===== config.mk =====
export PLATFORM = sky130hd
export DESIGN_NAME = uart_rx_fifo
export DESIGN_NICKNAME = d
export VERILOG_FILES = /design/src/rtl/uart_pkg.sv /design/src/rtl/uart_rx_fifo_mem.sv /design/src/rtl/uart_rx_fifo.sv
export SDC_FILE = /design/constraint.sdc
export NUM_CORES = 1
export LEC_CHECK = 0
export BUFFER_PORTS_ARGS = -buffer_cell sky130_fd_sc_hd__buf_2
export CORE_AREA = 3 3 128 130
export DETAILED_ROUTE_END_ITERATION = 6
export DIE_AREA = 0 0 131 133
export SYNTH_ARGS = -nofsm -noshare
export SYNTH_HDL_FRONTEND = slang
export SYNTH_SLANG_ARGS = --single-unit

===== constraint.sdc =====
create_clock -name clk -period 3.7 [get_ports clk]
set_input_delay 0.74 -clock clk [delete_from_list [all_inputs] [get_ports clk]]
set_output_delay 0.74 -clock clk [all_outputs]
set_load 0.03 [all_outputs]

===== src/rtl/uart_pkg.sv =====
`default_nettype none
// ============================================================================
//  Package   : uart_pkg
//  Purpose   : Shared UART receive-path constants (data and FIFO entry width).
//  Revision  : 1.0  initial release
// ============================================================================
package uart_pkg;

    localparam int UART_DATA_W = 8;

`ifdef UART_RX_FIFO_ERR_TAG_EN
    // Each entry carries the receiver error bit above the data byte.
    localparam int FIFO_ENTRY_W = UART_DATA_W + 1;
`else
    localparam int FIFO_ENTRY_W = UART_DATA_W;
`endif

endpackage : uart_pkg
`default_nettype wire


===== src/rtl/uart_rx_fifo_mem.sv =====
`default_nettype none
// ============================================================================
//  Module    : uart_rx_fifo_mem
//  Purpose   : 2**ADDR_W x DATA_W register file, one sync write, one async read.
//  Revision  : 1.0  initial release
// ============================================================================
module uart_rx_fifo_mem
    import uart_pkg::*;
#(
    parameter int ADDR_W = 4,
    parameter int DATA_W = FIFO_ENTRY_W
) (
    input  logic              clk,
    input  logic              i_wrEn,
    input  logic [ADDR_W-1:0] i_wrAddr,
    input  logic [DATA_W-1:0] i_wrData,
    input  logic [ADDR_W-1:0] i_rdAddr,
    output logic [DATA_W-1:0] o_rdData
);

    logic [DATA_W-1:0] r_mem [1 << ADDR_W];

    always_ff @(posedge clk) begin
        if (i_wrEn) begin
            r_mem[i_wrAddr] <= i_wrData;
        end
    end

    assign o_rdData = r_mem[i_rdAddr];

endmodule : uart_rx_fifo_mem
`default_nettype wire


===== src/rtl/uart_rx_fifo.sv =====
`default_nettype none
// ============================================================================
//  Module    : uart_rx_fifo
//  Purpose   : FWFT byte FIFO behind the UART receiver with overflow flag and
//              saturating framing-error counter. Macro UART_RX_FIFO_ERR_TAG_EN
//              also stores errored bytes, tagged, and adds the rdErr output.
//  Revision  : 1.0  initial release
// ============================================================================
module uart_rx_fifo
    import uart_pkg::*;
#(
    parameter int DEPTH_LOG2 = 4,
    parameter int ERR_CNT_W  = 8
) (
    input  logic                   clk,
    input  logic                   reset,
    input  logic                   rxDone,
    input  logic                   rxErr,
    input  logic [UART_DATA_W-1:0] rxByte,
    input  logic                   rdEn,
    input  logic                   clearFlags,
    output logic [UART_DATA_W-1:0] rdData,
`ifdef UART_RX_FIFO_ERR_TAG_EN
    output logic                   rdErr,
`endif
    output logic                   empty,
    output logic                   full,
    output logic [DEPTH_LOG2:0]    count,
    output logic                   overflow,
    output logic [ERR_CNT_W-1:0]   errCount
);

    localparam logic [DEPTH_LOG2:0] c_DEPTH = (DEPTH_LOG2 + 1)'(1 << DEPTH_LOG2);

    logic                    r_rxDonePrev;
    logic [DEPTH_LOG2-1:0]   r_wrPtr;
    logic [DEPTH_LOG2-1:0]   r_rdPtr;
    logic [DEPTH_LOG2:0]     r_count;
    logic                    r_overflow;
    logic [ERR_CNT_W-1:0]    r_errCount;

    logic                    w_event;
    logic                    w_push;
    logic                    w_errEvt;
    logic                    w_pop;
    logic                    w_wrOk;
    logic                    w_full;
    logic                    w_empty;
    logic [FIFO_ENTRY_W-1:0] w_wrData;
    logic [FIFO_ENTRY_W-1:0] w_rdEntry;

    assign w_event  = rxDone & ~r_rxDonePrev;
    assign w_errEvt = w_event & rxErr;
    assign w_full   = (r_count == c_DEPTH);
    assign w_empty  = (r_count == '0);

`ifdef UART_RX_FIFO_ERR_TAG_EN
    assign w_push   = w_event;
    assign w_wrData = {rxErr, rxByte};
`else
    assign w_push   = w_event & ~rxErr;
    assign w_wrData = rxByte;
`endif

    // A pop on a full FIFO frees the slot the simultaneous push lands in.
    assign w_pop  = rdEn & ~w_empty;
    assign w_wrOk = w_push & (~w_full | w_pop);

    always_ff @(posedge clk) begin
        // Tracking rxDone through reset keeps a held level from pushing afterwards.
        r_rxDonePrev <= rxDone;
        if (reset) begin
            r_wrPtr    <= '0;
            r_rdPtr    <= '0;
            r_count    <= '0;
            r_overflow <= 1'b0;
            r_errCount <= '0;
        end else begin
            if (w_wrOk) begin
                r_wrPtr <= r_wrPtr + DEPTH_LOG2'(1);
            end
            if (w_pop) begin
                r_rdPtr <= r_rdPtr + DEPTH_LOG2'(1);
            end
            case ({w_wrOk, w_pop})
                2'b10:   r_count <= r_count + (DEPTH_LOG2 + 1)'(1);
                2'b01:   r_count <= r_count - (DEPTH_LOG2 + 1)'(1);
                default: r_count <= r_count;
            endcase

            // New events take priority over a same-cycle clear.
            if (w_push & w_full & ~w_pop) begin
                r_overflow <= 1'b1;
            end else if (clearFlags) begin
                r_overflow <= 1'b0;
            end

            if (w_errEvt) begin
                if (clearFlags) begin
                    r_errCount <= ERR_CNT_W'(1);
                end else if (r_errCount != '1) begin
                    r_errCount <= r_errCount + ERR_CNT_W'(1);
                end
            end else if (clearFlags) begin
                r_errCount <= '0;
            end
        end
    end

    uart_rx_fifo_mem #(
        .ADDR_W (DEPTH_LOG2),
        .DATA_W (FIFO_ENTRY_W)
    ) u_mem (
        .clk      (clk),
        .i_wrEn   (w_wrOk),
        .i_wrAddr (r_wrPtr),
        .i_wrData (w_wrData),
        .i_rdAddr (r_rdPtr),
        .o_rdData (w_rdEntry)
    );

    // Masking with empty gives a defined zero head without resetting storage.
    assign rdData   = w_empty ? '0 : w_rdEntry[UART_DATA_W-1:0];
`ifdef UART_RX_FIFO_ERR_TAG_EN
    assign rdErr    = ~w_empty & w_rdEntry[UART_DATA_W];
`endif
    assign empty    = w_empty;
    assign full     = w_full;
    assign count    = r_count;
    assign overflow = r_overflow;
    assign errCount = r_errCount;

endmodule : uart_rx_fifo
`default_nettype wire


## Word-level counts from Yosys, hierarchy flattened

Memory sizes are Yosys's and may differ from the RTL's. A register that Yosys moved wholly into a read port is not among the register bits.
Cells that the tools add are included.

- Add/subtract/negate cells: 5
- Mux-type cells: 12
- Reductions and logical operators: 6
- Equality and inequality tests: 4
- Bitwise operators: 13

Operators with widths:

| kind | count |
|---|---|
| 2-to-1 mux 8 bit | 5 |
| case mux 5 bit (2 select lines) | 1 |
| adder 4 x 1 -> 4 bit (second input constant) | 2 |
| adder 8 x 1 -> 8 bit (second input constant) | 1 |
| 2-to-1 mux 4 bit | 2 |
| inequality test 8 bit (second input constant) | 1 |
| nonzero test 2 bit | 4 |
| AND 1 bit | 7 |
| adder 5 x 1 -> 5 bit (second input constant) | 1 |
| == test 5 bit (second input constant) | 1 |
| logical NOT 5 bit | 1 |
| NOT 1 bit | 5 |
| subtractor 5 x 1 -> 5 bit (second input constant) | 1 |
| 2-to-1 mux 1 bit | 4 |
| == test 2 x 1 -> 1 bit (second input constant) | 1 |
| == test 2 bit (second input constant) | 1 |
| AND reduction 2 bit | 1 |
| bitwise OR 1 bit | 1 |

- Word-level logic and storage cells: 47
- Flip-flop bits (word level): 23
- Memories: 1
- RAM bits: 128

Memory list:

| name | words | width | read ports | clocked after memory_dff | wr ports | RTL line | text |
|---|---|---|---|---|---|---|---|
| u_mem.r_mem | 16 | 8 | 1 | 1 | 1 | uart_rx_fifo_mem.sv:21 | `logic [DATA_W-1:0] r_mem [1 << ADDR_W];` |

## Logic depth before layout (Yosys ltp)

- Depth after elaboration: 7
- Depth in mapped cells: 10
- Mapped depth without buffers: 8

## By module

A second synthesis with hierarchy kept.

- Cells, all modules: 380
- Area total of the unflattened synthesis: 6,403.6 um^2

By module, submodules not included:

| module | area an instance (um^2) | seq. area each (um^2) | cells each | times used |
|---|---|---|---|---|
| uart_rx_fifo_mem | 4,987.3 | 3,843.7 | 221 | 1 |
| uart_rx_fifo | 1,416.4 | 460.4 | 159 | 1 |

## Worst setup path after synthesis

No wires, ideal clock.

- Kind: reg-to-output
- Start point: reg r_count[1], in the netlist count[1]
- End point: out rdData[0]
- Arrival time: 2.217 ns
- Cell stages (with the launch flop): 8
- Path buffers: 3
- Path slack: 0.743 ns
- Cells stage by stage: dfxtp_1 buf_6 or4_4 buf_6 nor2_1 or2_1 buf_2 o22ai_1

- Word-level cells in the longest chain between the ends: 2

RTL lines:

| element | RTL line | text |
|---|---|---|
| start, declared | uart_rx_fifo.sv:38 | `logic [DEPTH_LOG2:0] r_count;` |
| start signal, assigned | uart_rx_fifo.sv:86 | `2'b10: r_count <= r_count + (DEPTH_LOG2 + 1)'(1);` |
| start signal, assigned | uart_rx_fifo.sv:87 | `2'b01: r_count <= r_count - (DEPTH_LOG2 + 1)'(1);` |
| start signal, assigned | uart_rx_fifo.sv:88 | `default: r_count <= r_count;` |
| logical NOT 5 bit | uart_rx_fifo.sv:55 | `assign w_empty = (r_count == '0);` |
| via empty | uart_rx_fifo.sv:26 | `output logic empty,` |
| 2-to-1 mux 8 bit | uart_rx_fifo.sv:123 | `assign rdData = w_empty ? '0 : w_rdEntry[UART_DATA_W-1:0];` |
| end, declared | uart_rx_fifo.sv:22 | `output logic [UART_DATA_W-1:0] rdData,` |

The timed path passes the listed nets, and every way through them passes these cells.

## Worst setup path in the final report

- Start point: reg r_count[1], in the netlist count[1]
- End point: out rdData[6]

- Word-level cells in the longest chain between the ends: 2

RTL lines:

| element | RTL line |
|---|---|
| logical NOT 5 bit | uart_rx_fifo.sv:55 |
| 2-to-1 mux 8 bit | uart_rx_fifo.sv:123 |

Every way passes these cells.

==> impl_metrics.yaml <==
status:
  status: "complete, no violations"
finish:
  nets: 450
  num-fill-cells: 1291
  area.growth.synth_to_final_pct: 15.52
  final_cell_area_mm2: 0.007403
  drive_above_1_share_pct: 27.33
  n_antenna_cell: 0
clock_tree:
  cts.clk_slew.worst_paths_ns: 0.06
  htreeDepth: 4
  cts.sinks: 155
  cts-root-buf: "clkbuf_16"
  postCtsHoldBufs: 0
  post_cts_resized: 0
  cts_made_buffers: 17
  insertion_delay_ns: 0.42
  clockBufferDepth: 2
  cts_tree: "yes"
  postCtsSetupBuffers: 0
place:
  io_buffers: 37
  dpl_cell_area_mm2: 0.006873
  dp_hpwl_mm: 8.156
  routabilityCongestion: 0.8180
critical_path:
  worst_ep_required_time_ns: 2.96
  path_cells: "or4_4, o21ai_1, o22ai_1, buf_2"
  slowest_delay_ns: 0.64
  r2r_slack_ns: 0.79
  crit_type: "reg -> out"
  r2r_end: "count[4]"
  crit_family: "compound AO/OA/AOI/OAI gates"
  critPathMaxFanout: 9
  reg2reg_depth: 8
  reg2reg_from: "count[1]"
  cp.arrival_ns: 2.54
  worst_path_max_delay_cell: "or4_4"
  endpoint_kind: "output port"
  cp_num_buf_inv: 1
  critPathLaunchType: "flip-flop"
synth:
  synthTopCellsByCount: "edfxtp_1 (128), mux4_2 (32), nor2_1 (30)"
  synth_top_area_cell: "edfxtp_1"
  synthTopCellsByArea: "edfxtp_1 (60%), mux4_2 (11%), dfxtp_1 (8.4%)"
  synth.most_common_cell: "edfxtp_1"
  synth_nets: 402
  yosysTopAreaCellShare_pct: 59.98
  netlist_instances: 380
  synth_area_per_cell_um2: 16.86
  synthArstFlopShare_pct: 0
  synth.distinct_cells: 52
  yosysSeqAreaShare_pct: 68.41
  synthFlopType: "edfxtp_1"
  synth-seq-cells: 155
  synth_edf_count: 128
  yosysWarnings: 0
  syn-cell-area_mm2: 0.006409
global_routing:
  met1_usage_pct: 21.36
  grt_pass1_vias: 3559
  grt_max_degree: 33
  grt_pass1_wl_mm: 19.87
  overflow: 0
  grtUsageMet2_pct: 23.70
  globalRouteTotalUtil_pct: 15.56
  busiest_layer: "met2"
  antenna_found_initial: 0
  grt_use_met3_pct: 4.562
route:
  drc: 0
  drt-pass1-iter-count: 4
  viasPerCell: 5.254
  drt.antenna.violating_nets: 0
  drt_wl_total_mm: 12.67
  drt_iter0_drc: 272
  wl_per_cell_um: 19.49
  vias: 3415
floorplanning:
  die_w_um: 131
  die_area_mm2: 0.01742
  core_area_mm2: 0.01526
  die_h_um: 133
  floorplan.rows: 45
  floorplan.initialDensity_pct: 42.00
  io-pin-count: 38
power:
  powerDensity_mw_per_mm2: 619.8
  total_power_mw: 4.589
  p_leak_nw: 2.401
  peakVddDrop_uv: 436.8
min_path:
  min_to: "overflow"
  hp-class: "reg -> reg"
  hold_depth: 2
  min-delay-start: "overflow"
sta:
  post-route-period-util_pct: 88.75
  setup_viol: 0
  period_needed_ns: 3.284
  clock_skew_ns: 0.007527
  rsz0062_at_grt: "false"
  hold_viol: 0
  max_freq_mhz: 304.5
  final_max_slew_viol_count: 0
  max_slew.worst_pin.slew_ns: 0.9111
  slew_headroom_pct: 39.18
  setup_tns_ns: 0
run:
  drv_cap: 0
## registers in the layout, summed over array words and instances, names as in the netlist, named ones only
signal        flops
count             5
errCount          8
overflow          1
r_rdPtr           4
r_rxDonePrev      1
r_wrPtr           4
u_mem.r_mem     128
## through the flow
stage / setup slack (ns) / cells / hold WS, ns / utilization [%]
after floorplan: 0.7434 / 380 / 0.4902 / -
after global placement: 0.6377 / 620 / 0.4677 / 45.04
after detailed placement: 0.6022 / 620 / 0.4616 / 45.04
after CTS: 0.3551 / 650 / 0.4572 / 48.52
after global routing: 0.2462 / 650 / 0.4700 / 48.52
final: 0.4163 / 650 / 0.4660 / 48.52
## worst max-delay path by stage
| stage | startpoint | end | cells after the start |
|---|---|---|---|
| detailed placement | rxErr | count[4] | 9 |
| finish | count[1] | rdData[6] | 4 |
| floorplan | count[1] | rdData[0] | 7 |
| global route | count[0] | rdData[6] | 4 |
| CTS | count[1] | rdData[6] | 4 |
| global placement | rxErr | count[4] | 9 |
## metal layers
metal  wire [um]  vias to the layer above
li1            -                     1600
met4         109                        0
met3         753                        8
met1        5755                     1713
met5           0                        -
met2        6051                       94
## cells by family (layout without fill, tap and decap cells)
group | after synthesis | count (layout) | synth area share (%)
fa+ha+maj | 8 | 8 | 1.562
compound gates | 47 | 47 | 5.408
xor+xnor | 8 | 8 | 1.093
flops | 155 | 155 | 68.41
simple gates | 79 | 79 | 6.502
buf+inv | 27 | 86 | 1.952
mux | 56 | 56 | 15.07
## report_power, final
part	switching, mW	internal [mW]
logic	0.605	0.419
clock network	0.666	0.915
registers	0.0587	1.93
total	1.33	3.26
## layout make-up
type | count | area [um2] | area share (%)
inverters | 5 | 21.27 | 0.2873
well taps | 211 | 264.0 | 3.566
multi-input cells | 198 | 1899 | 25.65
flip-flops and latches | 155 | 4385 | 59.24
clock inverters | 11 | 97.59 | 1.318
repair buffers | 51 | 302.8 | 4.090
clock buffers | 19 | 432.9 | 5.848
## cell usage in the layout, fill, tap and decap left out, drive strengths merged, types with 2 or more instances in the layout
cell,instances
a211oi,2
a21oi,11
a22oi,3
a311oi,2
a31oi,2
and2,4
buf,51
clkbuf,19
clkinv,6
clkinvlp,2
dfxtp,27
edfxtp,128
ha,8
inv,7
mux2,4
mux2i,20
mux4,32
nand2,9
nand2b,3
nand3,6
nor2,30
nor2b,5
nor3,7
nor3b,2
nor4b,2
o2111ai,2
o211ai,2
o21ai,7
o22ai,8
o31a,2
o31ai,3
or2,2
or4,3
xnor2,4
xor2,4
## worst register-to-register path: stages (launching register included)
cell and delay [ns]:
dfxtp_1 0.42, or4_4 0.65, o211ai_4 0.28, xnor2_1 0.11, ha_1 0.25, o31a_1 0.25, a2111oi_0 0.39, a22oi_1 0.14
mux2_1 0.32
No activity file was read; power rests on OpenSTA's default activity.
